$ cat config.mk
export PLATFORM = sky130hd
export DESIGN_NAME = mskaes_interleaved_round_ctrl
export DESIGN_NICKNAME = d
export VERILOG_FILES = /design/src/rtl/mskaes_interleaved_round_ctrl.sv
export SDC_FILE = /design/constraint.sdc
export NUM_CORES = 1
export LEC_CHECK = 0
export CAP_MARGIN = 20
export CORE_AREA = 3 3 409 411
export DETAILED_ROUTE_END_ITERATION = 6
export DIE_AREA = 0 0 412 414
export PLACE_DENSITY_LB_ADDON = 0.08
export RECOVER_POWER = 100
export SYNTH_ARGS = -nofsm -noshare
export SYNTH_HDL_FRONTEND = slang
export SYNTH_SLANG_ARGS = --single-unit
$ cat constraint.sdc
create_clock -name clk -period 39.8 [get_ports clk]
set_input_delay 7.96 -clock clk [delete_from_list [all_inputs] [get_ports clk]]
set_output_delay 7.96 -clock clk [all_outputs]
set_load 0.01 [all_outputs]
$ cat src/rtl/mskaes_interleaved_round_ctrl.sv
// Round sequencer and tagged output buffer for the masked round-based AES core.
// Up to LATENCY+1 independent blocks share the pipelined round logic, one slot
// per cycle in round-robin order. Finished blocks are queued with their tag in
// a small FWFT FIFO. Admission is credit-based, so the FIFO can never overflow.
module mskaes_interleaved_round_ctrl #(
   parameter int d         = 4,
   parameter int LATENCY   = 2,
   parameter int NR        = 10,
   parameter int OUT_DEPTH = 2,
   parameter int TAGW      = 4
) (
   input  logic                               clk,
   input  logic                               nrst,
   input  logic                               in_valid,
   output logic                               in_ready,
   input  logic [TAGW-1:0]                    in_tag,
   output logic                               dp_fetch,
   output logic                               dp_feedback,
   output logic                               dp_final,
   output logic                               dp_clean,
   output logic [7:0]                         dp_rcon,
   output logic [$clog2(LATENCY+1)-1:0]       dp_slot,
   input  logic [128*d-1:0]                   dp_sh_state,
   output logic                               out_valid,
   input  logic                               out_ready,
   output logic [TAGW-1:0]                    out_tag,
   output logic [128*d-1:0]                   out_sh_ciphertext,
   output logic [$clog2(LATENCY+2)-1:0]       inflight
);

   localparam int S  = LATENCY + 1;
   localparam int SW = $clog2(S);
   localparam int IW = $clog2(S + 1);
   localparam int DW = 128 * d;
   localparam int CW = $clog2(OUT_DEPTH + 1);
   localparam int PW = (OUT_DEPTH > 1) ? $clog2(OUT_DEPTH) : 1;
   localparam int RW = 4;

   // Slot pointer and per-slot context
   logic [SW-1:0]        sp;
   logic [S-1:0]         busy;
   logic [RW-1:0]        rnd  [S];
   logic [7:0]           rcon [S];
   logic [TAGW-1:0]      tag  [S];

   // Output FIFO storage: {tag, shared ciphertext}
   logic [TAGW+DW-1:0]   mem [OUT_DEPTH];
   logic [PW-1:0]        wr_ptr;
   logic [PW-1:0]        rd_ptr;
   logic [CW-1:0]        fifo_count;

   logic                 cur_busy;
   logic [RW-1:0]        cur_r;
   logic [7:0]           next_rcon;
   logic                 has_credit;
   logic                 accept;
   logic                 step;
   logic                 capture;
   logic                 push;
   logic                 pop;
   logic [IW-1:0]        inflight_cnt;

   // GF(2^8) doubling used to advance the round constant
   function automatic logic [7:0] xtime(input logic [7:0] x);
      return {x[6:0], 1'b0} ^ (x[7] ? 8'h1b : 8'h00);
   endfunction

   // Number of slots currently carrying a block
   always_comb begin
      inflight_cnt = '0;
      for (int i = 0; i < S; i++) begin
         inflight_cnt = inflight_cnt + IW'(busy[i]);
      end
   end

   // Slot decode, admission credit and datapath strobes; all forced low in reset
   always_comb begin
      cur_busy   = busy[sp];
      cur_r      = rnd[sp];
      next_rcon  = xtime(rcon[sp]);
      has_credit = (int'(fifo_count) + int'(inflight_cnt)) < OUT_DEPTH;
      in_ready   = nrst & ~cur_busy & has_credit;
      accept     = in_valid & in_ready;
      step       = nrst & cur_busy & (cur_r < RW'(NR));
      capture    = nrst & cur_busy & (cur_r == RW'(NR));
      push       = capture;
      pop        = out_valid & out_ready;
      dp_fetch    = accept;
      dp_feedback = step;
      dp_final    = step & (cur_r == RW'(NR - 1));
      dp_clean    = capture;
      dp_rcon     = 8'h00;
      if (accept) begin
         dp_rcon = 8'h01;
      end else if (step) begin
         dp_rcon = next_rcon;
      end
      dp_slot  = sp;
      inflight = inflight_cnt;
   end

   // FIFO head presentation (first-word-fall-through)
   always_comb begin
      out_valid         = (fifo_count != '0);
      out_tag           = mem[rd_ptr][TAGW+DW-1:DW];
      out_sh_ciphertext = mem[rd_ptr][DW-1:0];
   end

   // Control state: slot pointer, busy flags and FIFO bookkeeping
   always_ff @(posedge clk) begin
      if (!nrst) begin
         sp         <= '0;
         busy       <= '0;
         wr_ptr     <= '0;
         rd_ptr     <= '0;
         fifo_count <= '0;
      end else begin
         sp <= (sp == SW'(S - 1)) ? '0 : sp + 1'b1;
         if (accept) begin
            busy[sp] <= 1'b1;
         end else if (capture) begin
            busy[sp] <= 1'b0;
         end
         if (push) begin
            wr_ptr <= (wr_ptr == PW'(OUT_DEPTH - 1)) ? '0 : wr_ptr + 1'b1;
         end
         if (pop) begin
            rd_ptr <= (rd_ptr == PW'(OUT_DEPTH - 1)) ? '0 : rd_ptr + 1'b1;
         end
         case ({push, pop})
            2'b10:   fifo_count <= fifo_count + 1'b1;
            2'b01:   fifo_count <= fifo_count - 1'b1;
            default: fifo_count <= fifo_count;
         endcase
      end
   end

   // Slot payload and FIFO data; no reset needed since busy/count qualify them
   always_ff @(posedge clk) begin
      if (accept) begin
         rnd[sp]  <= RW'(1);
         rcon[sp] <= 8'h01;
         tag[sp]  <= in_tag;
      end else if (step) begin
         rnd[sp]  <= cur_r + 1'b1;
         rcon[sp] <= next_rcon;
      end
      if (push) begin
         mem[wr_ptr] <= {tag[sp], dp_sh_state};
      end
   end

   // Credit invariant: queued plus in-flight blocks never exceed FIFO capacity
   always_ff @(posedge clk) begin
      if (nrst) begin
         assert ((int'(fifo_count) + int'(inflight_cnt)) <= OUT_DEPTH);
         assert (!(push && !pop && (int'(fifo_count) == OUT_DEPTH)));
      end
   end

endmodule

==> results of run 1 <==
[metrics by stage]
step | cell area (sq um) | setup slack, ns | util, %
2_1_floorplan | 39900 | 8.55 | -
3_3_place_gp | 53000 | 21.60 | 32.2
3_5_place_dp | 53000 | 21.56 | 32.2
4_1_cts | 57100 | 21.54 | 34.7
5_1_grt | 57000 | 13.38 | 34.7
6_report | 57000 | 15.15 | 34.7
[state kept, by name, indices dropped and copies added (netlist names), named ones only]
register / flops
mem: 1032
rcon: 24
rnd: 12
tag: 12
dp_slot: 2
fifo_count: 2
rd_ptr: 1
wr_ptr: 1
[synth_stat cells, types with 4 or more instances]
cell type  count  area [sq um]
edfxtp_1    1080         32400
mux2_2       517          5820
buf_2         52           260
nor3_1        20           100
mux2i_1       16           160
nand2_1       13          48.8
dfxtp_1       10           200
nor2_1        10          37.5
o21ai_0        8          40.0
buf_1          7          26.3
ha_1           7          87.6
inv_1          7          26.3
a21oi_1        6          30.0
nand3_1        5          25.0
o21ai_1        5          25.0
clkbuf_1       4          15.0
inv_2          4          15.0
xor2_1         4          35.0
[how the worst min path moves through the flow]
| stage | cells after the start | endpoint | from |
|---|---|---|---|
| 6_report | 1 | wr_ptr | wr_ptr |
| 5_1_grt | 1 | wr_ptr | wr_ptr |
| 4_1_cts | 1 | wr_ptr | wr_ptr |
| 3_5_place_dp | 1 | wr_ptr | wr_ptr |
| 3_3_place_gp | 2 | rd_ptr | rd_ptr |
| 2_1_floorplan | 1 | wr_ptr | wr_ptr |
[worst max-delay path, delay by kind of cell, from the launching register on]
kind	cells	cell delay [ns]
multiplexers	1	0.59
flip-flops	1	1.77
buffers and inverters	4	13.34
[metal layers]
metal / wire [um] / GRT usage, % / up-vias
li1: - / - / 9613
met1: 43800 / 14.9 / 10985
met2: 65800 / 25.7 / 992
met3: 12800 / 6.50 / 412
met4: 5820 / 5.99 / 46
met5: 274 / 0 / -
[layout make-up]
| type | count | area [sq um] |
|---|---|---|
| fillers | 15764 | 107000 |
| repair buffers | 1074 | 10600 |
| diodes | 49 | 123 |
| clock buffers | 165 | 3500 |
| multi-input cells | 647 | 6760 |
| flip-flops and latches | 1090 | 32600 |
| well taps | 2189 | 2740 |
| clock inverters | 74 | 624 |
| inverters | 11 | 41.3 |
[cell families after synthesis]
kind of cell,Yosys count,synth area share [%]
flip-flops,1090,81.9
multiplexers,535,15.1
buffers and inverters,79,0.973
AND/OR/NAND/NOR,59,0.763
AO/OA/AOI/OAI,37,0.819
adder cells (fa/ha/maj),9,0.320
XOR/XNOR,7,0.154
[where the power goes]
group	leakage [uW]	internal, uW	switching (uW)
registers	0.00979	1270	1.70
logic	0.00667	55.4	52.7
clock network	0.00201	660	480
==> results.ini, run 1 <==
[floorplan]
die_w_um = 412
rows = 149
ios = 1054
start_util_pct = 24.2
dieArea_sq_mm = 0.171
core-area_sq_mm = 0.164
die_h_um = 414

[timing]
period_share_pct = 61.9
setup_tns_ns = 0
whs_ns = 0.482
fin_crit_ns = 24.65
rsz0062_at_grt = false
max_freq_mhz = 40.6
tightestPinTransition_ns = 10.54
hold_violations = 0
setup_viol = 0
drv_slew = 1648
slew_headroom_pct = -603
finClkSkew_ns = 0.0342

[place]
gp_congestion = 0.769
dp_hpwl_um = 90500
dp_cells = 5009
port_buffers = 1053

[final_layout]
drive_above_1_share_pct = 21.9
layout.nets = 3486
final_cell_mix = 1080 x edfxtp_1, 1003 x dlygate4sd3_1, 477 x mux2_2
final_common_cell = edfxtp_1
areaGrowthSynthToFinish_pct = 43.1
stdcell_count = 5299

[clock_network]
clock_path_buffers = 3
numCtsBuffers = 133
post_cts_hold_buffer_count = 0
cts_resized = 0
clock_latency_ns = 0.76
cts_root_buffer = clkbuf_16
post_cts_buffers = 0
cts_htree_levels = 4
clock-sinks = 1090
path_clk_slew_ns = 0.06
cts_tree = built

[run_status]
outcome = finished with violations
violations = capacitance limit, slew limit

[power]
vdd.ir_drop.worst_mv = 0.0392
finalPower_uw = 2520
p_leak_uw = 0.0185
power_density_mw_per_mm2 = 44.2

[job]
max-cap-violations = 25

[critical_path]
critPathCapture = out_sh_ciphertext[274]
worstPathMaxFanout = 142
crit_required_ns = 31.84
max_stage_delay_ns = 6.17
reg2reg_depth = 7
crit_type = register to output pin
crit_slowest_cell = clkbuf_1
worstPathArrival_ns = 16.69
critPathLaunchType = register
r2r_slack_ns = 21.70
crit_top_cell = clkbuf_1
crit_chain = clkbuf_1 > clkbuf_1 > clkbuf_1 > mux2_2 > dlygate4sd3_1
r2r-end = mem[0][404]
r2r_start = dp_slot[0]
end_kind = output pin

[logic_synthesis]
async_flop_share_pct = 0
synth_seq_cells = 1090
syn_area_sq_mm = 0.0399
synth_enable_flop_cells = 1080
syn_nets = 2345
ys_warn_count = 0
synth.distinct_cells = 43
ys.flop_type = edfxtp_1
syn_inst = 1816
syn_area_per_cell_sq_um = 21.9
seq_area_frac_synth_pct = 81.9

[routing]
wl_per_cell_um = 24.2
first_pass_iters = 5
dr_total_vias = 22048
drc = 0
ant_nets = 0
wirelength_um = 128000
via_per_inst = 4.16
initialDrtViolationCount = 1041

[global_route]
antenna_found_initial = 174
grt_use_total_pct = 14.6
grt_pass1_vias = 22943
grt-ovfl-total = 0
grt_pass1_wl_um = 176000
grt_max_degree = 164

[min_path]
hold_class = register to register

No activity file was read; power rests on OpenSTA's default activity.
==> inputs of run 2 (changes only) <==
==> constraint.sdc (replaced) <==
create_clock -name clk -period 24 [get_ports clk]
set_input_delay 4.8 -clock clk [delete_from_list [all_inputs] [get_ports clk]]
set_output_delay 4.8 -clock clk [all_outputs]
set_load 0.01 [all_outputs]
==> run 2 against run 1 <==
The run still ends with capacitance limit, slew limit left. Sequential power increased by 66%. Combinational power increased by 64%. Utilization about the same. Sequential share of layout area about the same. Count of clock-buffer cells in the layout decreased by 1. Sequential cell count unchanged. Design area about the same. Register-to-register slack got worse by 10 ns. Die area unchanged. Global-route usage decreased by 0.055 points. Via count decreased by 1.1%. Largest cell class unchanged. Highest routed layer unchanged.
==> results.ini, run 2 (same netlist as run 1, synthesis figures left out) <==
[critical_path]
worstPathArrival_ns = 10.91
end_kind = output pin
worstPathMaxFanout = 155
critPathLaunchType = register
crit_type = register to output pin
crit_required_ns = 19.20

[clock_network]
path_clk_slew_ns = 0.05
clock_path_buffers = 3
clock-sinks = 1090
cts_root_buffer = clkbuf_16
post_cts_buffers = 0
numCtsBuffers = 132
cts_resized = 0
post_cts_hold_buffer_count = 0
clock_latency_ns = 0.74
cts_htree_levels = 4
cts_tree = built

[run_status]
outcome = finished with violations
violations = capacitance limit, slew limit

[timing]
setup_tns_ns = 0
period_share_pct = 65.5
tightestPinTransition_ns = 9.62
rsz0062_at_grt = false
slew_headroom_pct = -541
hold_violations = 0
finClkSkew_ns = 0.0251
setup_viol = 0
drv_slew = 1176
postLayoutSetupSlackWorst_ns = 8.29
fin_crit_ns = 15.71
max_freq_mhz = 63.6

[power]
power_density_mw_per_mm2 = 73.0
finalPower_uw = 4160
vdd.ir_drop.worst_mv = 0.0641
p_leak_uw = 0.0185

[routing]
wirelength_um = 127000
wl_per_cell_um = 24.1
first_pass_iters = 5
initialDrtViolationCount = 1105
drc = 0
ant_nets = 0
dr_total_vias = 21806
via_per_inst = 4.12

[floorplan]
rows = 149
die_h_um = 414
core-area_sq_mm = 0.164
die_w_um = 412
start_util_pct = 24.2
ios = 1054
dieArea_sq_mm = 0.171

[global_route]
grt_max_degree = 156
antenna_found_initial = 171
grt-ovfl-total = 0
grt_pass1_vias = 23128
grt_pass1_wl_um = 176000
grt_use_total_pct = 14.5

[final_layout]
multi_input_area_sq_mm = 0.00675
final_common_cell = edfxtp_1
reg.largest.list = mem: 1032 flops, rcon: 24 flops
register_area_sq_mm = 0.0326
areaGrowthSynthToFinish_pct = 43.1
layout.nets = 3486
final_cell_mix = 1080 x edfxtp_1, 1014 x dlygate4sd3_1, 488 x mux2_2
drive_above_1_share_pct = 22.3
num-fill-cells = 15647
largest_reg_flops = 1032
largest-register = mem

[place]
port_buffers = 1053
dp_hpwl_um = 90500
pre_cts_ws_ns = 11.53
gp_congestion = 0.769

[job]
max-cap-violations = 23

[min_path]
hold_class = register to register

## run 2: per-stage QoR
step / std cells / hold WS [ns] / instance area, sq um / utilization [%]
CTS: 5244 / 0.522 / 57100 / 34.7
finish: 5297 / 0.484 / 57000 / 34.7
floorplan: 1816 / 0.456 / 39900 / -
global route: 5270 / 0.547 / 57000 / 34.6
detailed placement: 5011 / 0.504 / 53000 / 32.2
global placement: 5011 / 0.496 / 53000 / 32.2
## run 2: path summary, 6_finish.rpt
check / startpoint / endpoint / slack, ns / cells after the start
worst max-delay path: register / out_sh_ciphertext[4] / 8.29 / 5
worst min-delay path: wr_ptr / wr_ptr / 0.48 / 1
worst max register to register: dp_slot[1] / mem[0][280] / 11.66 / 8
worst min register to register: wr_ptr / wr_ptr / 0.48 / 1
## run 2: critical path: stages, from the launching register on
cell and delay, ns:
dfxtp_1 1.50, buf_12 0.70, clkbuf_1 3.19, clkbuf_1 3.15, mux2_2 0.57, dlygate4sd3_1 0.79
## run 2: final cells by class
type,instances,share of cell area (%)
multi-input cells,647,11.8
repair buffers,1075,18.7
inverters,11,0.0724
well taps,2189,4.80
diodes,52,0.228
clock buffers,164,6.19
clock inverters,69,0.959
flip-flops and latches,1090,57.2
## run 2: metal layers
layer | share of wire (%) | routed length, um | track usage (%)
met5 | 0.24 | 308 | 0
met4 | 4.2 | 5390 | 5.75
met3 | 9.8 | 12500 | 6.32
met2 | 52 | 65800 | 26.0
met1 | 34 | 43500 | 14.7
## run 2: report_power, final
part | switching [uW] | total [uW] | internal (uW)
Combinational | 85.8 | 177 | 90.8
Clock | 774 | 1880 | 1110
Sequential | 2.70 | 2110 | 2100
Total | 862 | 4160 | 3300
==> RTL edit 1: new RTL, config.mk and constraints of run 1 <==
The parameter `TAGW` goes from 4 to 3.
--- a/src/rtl/mskaes_interleaved_round_ctrl.sv
+++ b/src/rtl/mskaes_interleaved_round_ctrl.sv
@@ -9,3 +9,3 @@
    parameter int OUT_DEPTH = 2,
-   parameter int TAGW      = 4
+   parameter int TAGW      = 3
 ) (
Ports: changed (resized in_tag and out_tag); port bits go from 1054 to 1052. The function was not compared with the original's and may differ.
==> RTL edit 1 against run 1 <==
- the flow still finishes with violations (max-capacitance violations, max-slew violations)
- synthesized cell count fell by 0.55%
- design area decreased by 0.34%
- sequential share of layout area down 0.068 points
- sequential cell count decreased by 5
- area after synthesis shrank 0.47%
- global-route usage is 0.32 points lower
- critical path type unchanged
- setup slack better by 2.9 ns
- power shrank 0.57%
- routed wire length fell by 2.6%
- critical path depth grew 1
- first-iteration DRC count up 2.8%
==> RTL edit 1: results <==
metrics = {
    "power": {
        "p_switching_mw": 0.517,
        "peakVddDrop_v": 0.0000389,
    },
    "setup_path": {
        "reg2reg_depth": 9,
    },
    "synthesis": {
        "synth_area_leaders": "edfxtp_1 81%, mux2_2 15%, buf_2 0.66%, dfxtp_1 0.50%, mux2i_1 0.38%",
        "synth_cell_types": 45,
        "synth_seq_area_share": 0.819,
        "synth_xor_area_frac": 0.00155,
        "synth_edf_count": 1075,
        "synthTopCellsByCount": "1,075 x edfxtp_1, 516 x mux2_2, 52 x buf_2",
        "syn_nets": 2334,
        "synth_async_sr_flop_share": 0,
        "avgSynthCellArea_um2": 22.0,
        "synthAdderAreaFrac": 0.00322,
        "muxShareOfSynthArea": 0.151,
    },
    "global_routing": {
        "grt_pass1_wl_mm": 172,
        "grtUsageMet2": 0.256,
        "use_met3": 0.0579,
        "grtUsageMet1": 0.143,
        "antenna_found_initial": 167,
        "grt_pass1_vias": 23100,
        "grt_max_degree": 77,
    },
    "run": {
        "cap_viol_max_count": 31,
    },
    "sta": {
        "finalMaxSlewViolations": 1620,
        "slew_headroom": -1.98,
        "fin_skew_ns": 0.0271,
    },
    "route": {
        "route.detailed.wl_per_inst_um": 23.6,
        "drt_iter0_drc": 1070,
        "firstDrtPassIters": 4,
        "viasPerCell": 4.11,
        "totalWireLength_mm": 125,
    },
    "status": {
        "status": "finished with violations",
        "violations": "max-capacitance violations, max-slew violations",
    },
    "place": {
        "hpwl_mm": 89.6,
        "placed_cells": 5005,
        "globalplace.congestion": 0.789,
    },
    "finish": {
        "drive_gt1_frac": 0.213,
        "nets": 3481,
        "nFillCells": 15700,
        "top_regs": "mem x1030, rcon x24, rnd x12",
    },
}
==> RTL edit 1: cell type report <==
cell class | instances | area (µm²) | share of cell area
diodes | 56 | 140 | 0.00247
multi-input cells | 643 | 6710 | 0.118
repair buffers | 1079 | 10600 | 0.187
flip-flops and latches | 1085 | 32500 | 0.571
clock inverters | 62 | 454 | 0.00799
inverters | 11 | 42.5 | 0.000748
well taps | 2189 | 2740 | 0.0482
clock buffers | 176 | 3650 | 0.0642
==> RTL edit 1: worst paths after layout <==
kind / from / to / slack, ns
max: flop / out_sh_ciphertext[492] / 18.08
min reg2reg: wr_ptr$_SDFFE_PN0P_ / wr_ptr$_SDFFE_PN0P_ / 0.50
min: wr_ptr$_SDFFE_PN0P_ / wr_ptr$_SDFFE_PN0P_ / 0.50
max reg2reg: dp_slot[0]$_SDFF_PP0_ / mem[1][221]$_DFFE_PP_ / 25.21
==> RTL edit 1: routing by layer <==
metal,up-vias,wire (µm)
met5,-,189
met3,407,11300
met4,30,5910
met1,10800,42200
met2,928,65500
li1,9597,-
==> RTL edit 1: power by group through the flow <==
stage | clock (mW) | combinational (mW) | sequential, mW
global route | 1.23 | 0.114 | 1.26
floorplan | 0 | 0.0354 | 1.29
CTS | 1.18 | 0.121 | 1.26
global placement | 0 | 0.117 | 1.29
detailed placement | 0 | 0.120 | 1.29
finish | 1.13 | 0.106 | 1.26
==> RTL edit 1: worst max-delay path, stage by stage, from the launching register on <==
cell and delay [ns]:
dfxtp_1 2.45, clkbuf_1 2.77, clkbuf_1 2.73, clkbuf_1 0.77
clkbuf_1 2.78, mux2_2 0.54, dlygate4sd3_1 0.71
==> RTL edit 1: kinds of logic after synthesis <==
family,after synthesis
XOR/XNOR,7
AND/OR/NAND/NOR,58
buffers and inverters,78
adder cells (fa/ha/maj),9
multiplexers,533
AO/OA/AOI/OAI,36
flip-flops,1085
==> RTL edit 1: stage by stage <==
step | setup slack, ns | hold slack (ns) | area, µm² | util
2_1_floorplan | 8.58 | 0.450 | 39700 | -
3_3_place_gp | 21.24 | 0.501 | 52800 | 0.321
3_5_place_dp | 21.20 | 0.497 | 52800 | 0.321
4_1_cts | 21.19 | 0.509 | 56900 | 0.346
5_1_grt | 16.43 | 0.550 | 56800 | 0.345
6_report | 18.08 | 0.495 | 56800 | 0.346
==> RTL edit 2: new RTL, settings of run 1 <==
Without the edit above. Make the reset (`nrst`) asynchronous in one clocked block.
--- a/src/rtl/mskaes_interleaved_round_ctrl.sv
+++ b/src/rtl/mskaes_interleaved_round_ctrl.sv
@@ -109,3 +109,3 @@
    // Control state: slot pointer, busy flags and FIFO bookkeeping
-   always_ff @(posedge clk) begin
+   always_ff @(posedge clk or negedge nrst) begin
       if (!nrst) begin
Behaviour: differs if nrst is asserted again (counterexample within 4 cycles, from zero or initial values and one cycle with nrst low); with nrst held inactive, the same outputs for 10 cycles.
==> RTL edit 2 against run 1 <==
- the flow still finishes with violations (max-capacitance violations, max-slew violations)
- register-to-register slack better by 1.6 ns
- area after synthesis fell by 0.53%
- sequential cell count is 1 lower
- maximum frequency down 1.7%
- design area is 0.57% lower
- routed wire length shrank 3.2%
- setup slack lost 0.42 ns
- first-iteration DRC count increased by 4.3%
- highest routed layer unchanged
Power is not compared: it rests on default switching activity, and its combinational part moved more than twofold at a synthesized area within 25%.
==> RTL edit 2: results <==
metrics = {
    "route": {
        "wl_met3_mm": 10.9,
        "wl_met1_mm": 42.4,
        "viasPerCell": 4.08,
        "drt_iter0_drc": 1086,
        "route.met2.wl_mm": 65.2,
    },
    "finish": {
        "buffers": 1080,
        "antenna_cells": 53,
        "drive_gt1_frac": 0.213,
        "buffer_area_frac": 0.188,
        "inverters": 9,
        "multi_input_area_share": 0.116,
        "final-clk-cell-share": 0.0694,
        "multi_input_gates": 633,
        "seq_area_um2": 32700,
        "nClkBuffers": 166,
    },
    "status": {
        "status": "finished with violations",
        "violations": "max-capacitance violations, max-slew violations",
    },
    "synthesis": {
        "synth_seq_area_share": 0.824,
        "synth_compound_gate_area_share": 0.00391,
        "synthTopCellsByCount": "1,080 x edfxtp_1, 516 x mux2_2, 58 x buf_2",
        "synth_cell_types": 36,
        "synthAdderAreaFrac": 0.00227,
        "syn_inst": 1798,
        "synth_async_sr_flop_share": 0.00826,
        "ys_ff_latch": 1089,
    },
    "sta": {
        "holdWs_ns": 0.500,
        "finalMaxSlewViolations": 1591,
    },
    "place": {
        "hpwl_mm": 88.3,
        "placed_area_um2": 52800,
        "globalplace.congestion": 0.818,
        "place_ws_ns": 21.20,
    },
    "global_routing": {
        "grt_max_degree": 154,
        "use_met3": 0.0571,
        "grtUsageMet2": 0.260,
        "grtUsageMet1": 0.141,
    },
    "clock_tree": {
        "cts_made_buffers": 130,
        "clock_latency_ns": 0.73,
    },
    "run": {
        "cap_viol_max_count": 23,
    },
    "setup_path": {
        "reg2reg_slack_ns": 23.29,
    },
}
[RTL edit 2: cell types whose count changed after synthesis, moves of 5 or more]
cell,run 1,this run
dfrtp_1,0,9
nor2_1,10,29
buf_2,52,58
nor3_1,20,0
dfxtp_1,10,0
buf_1,7,1
xnor2_1,3,8
[RTL edit 2: final timing paths]
| check | start | to | depth (start not counted) |
|---|---|---|---|
| setup / recovery | rd_ptr$_DFFE_PN0P_ | out_sh_ciphertext[203] | 5 |
| hold / removal | wr_ptr$_DFFE_PN0P_ | wr_ptr$_DFFE_PN0P_ | 1 |
| setup reg to reg | dp_slot[0]$_DFF_PN0_ | mem[0][461]$_DFFE_PP_ | 10 |
| hold reg to reg | wr_ptr$_DFFE_PN0P_ | wr_ptr$_DFFE_PN0P_ | 1 |
| max in group asynchronous | nrst | dp_slot[0]$_DFF_PN0_ | 1 |
| min in group asynchronous | nrst | fifo_count[1]$_DFFE_PN0P_ | 1 |
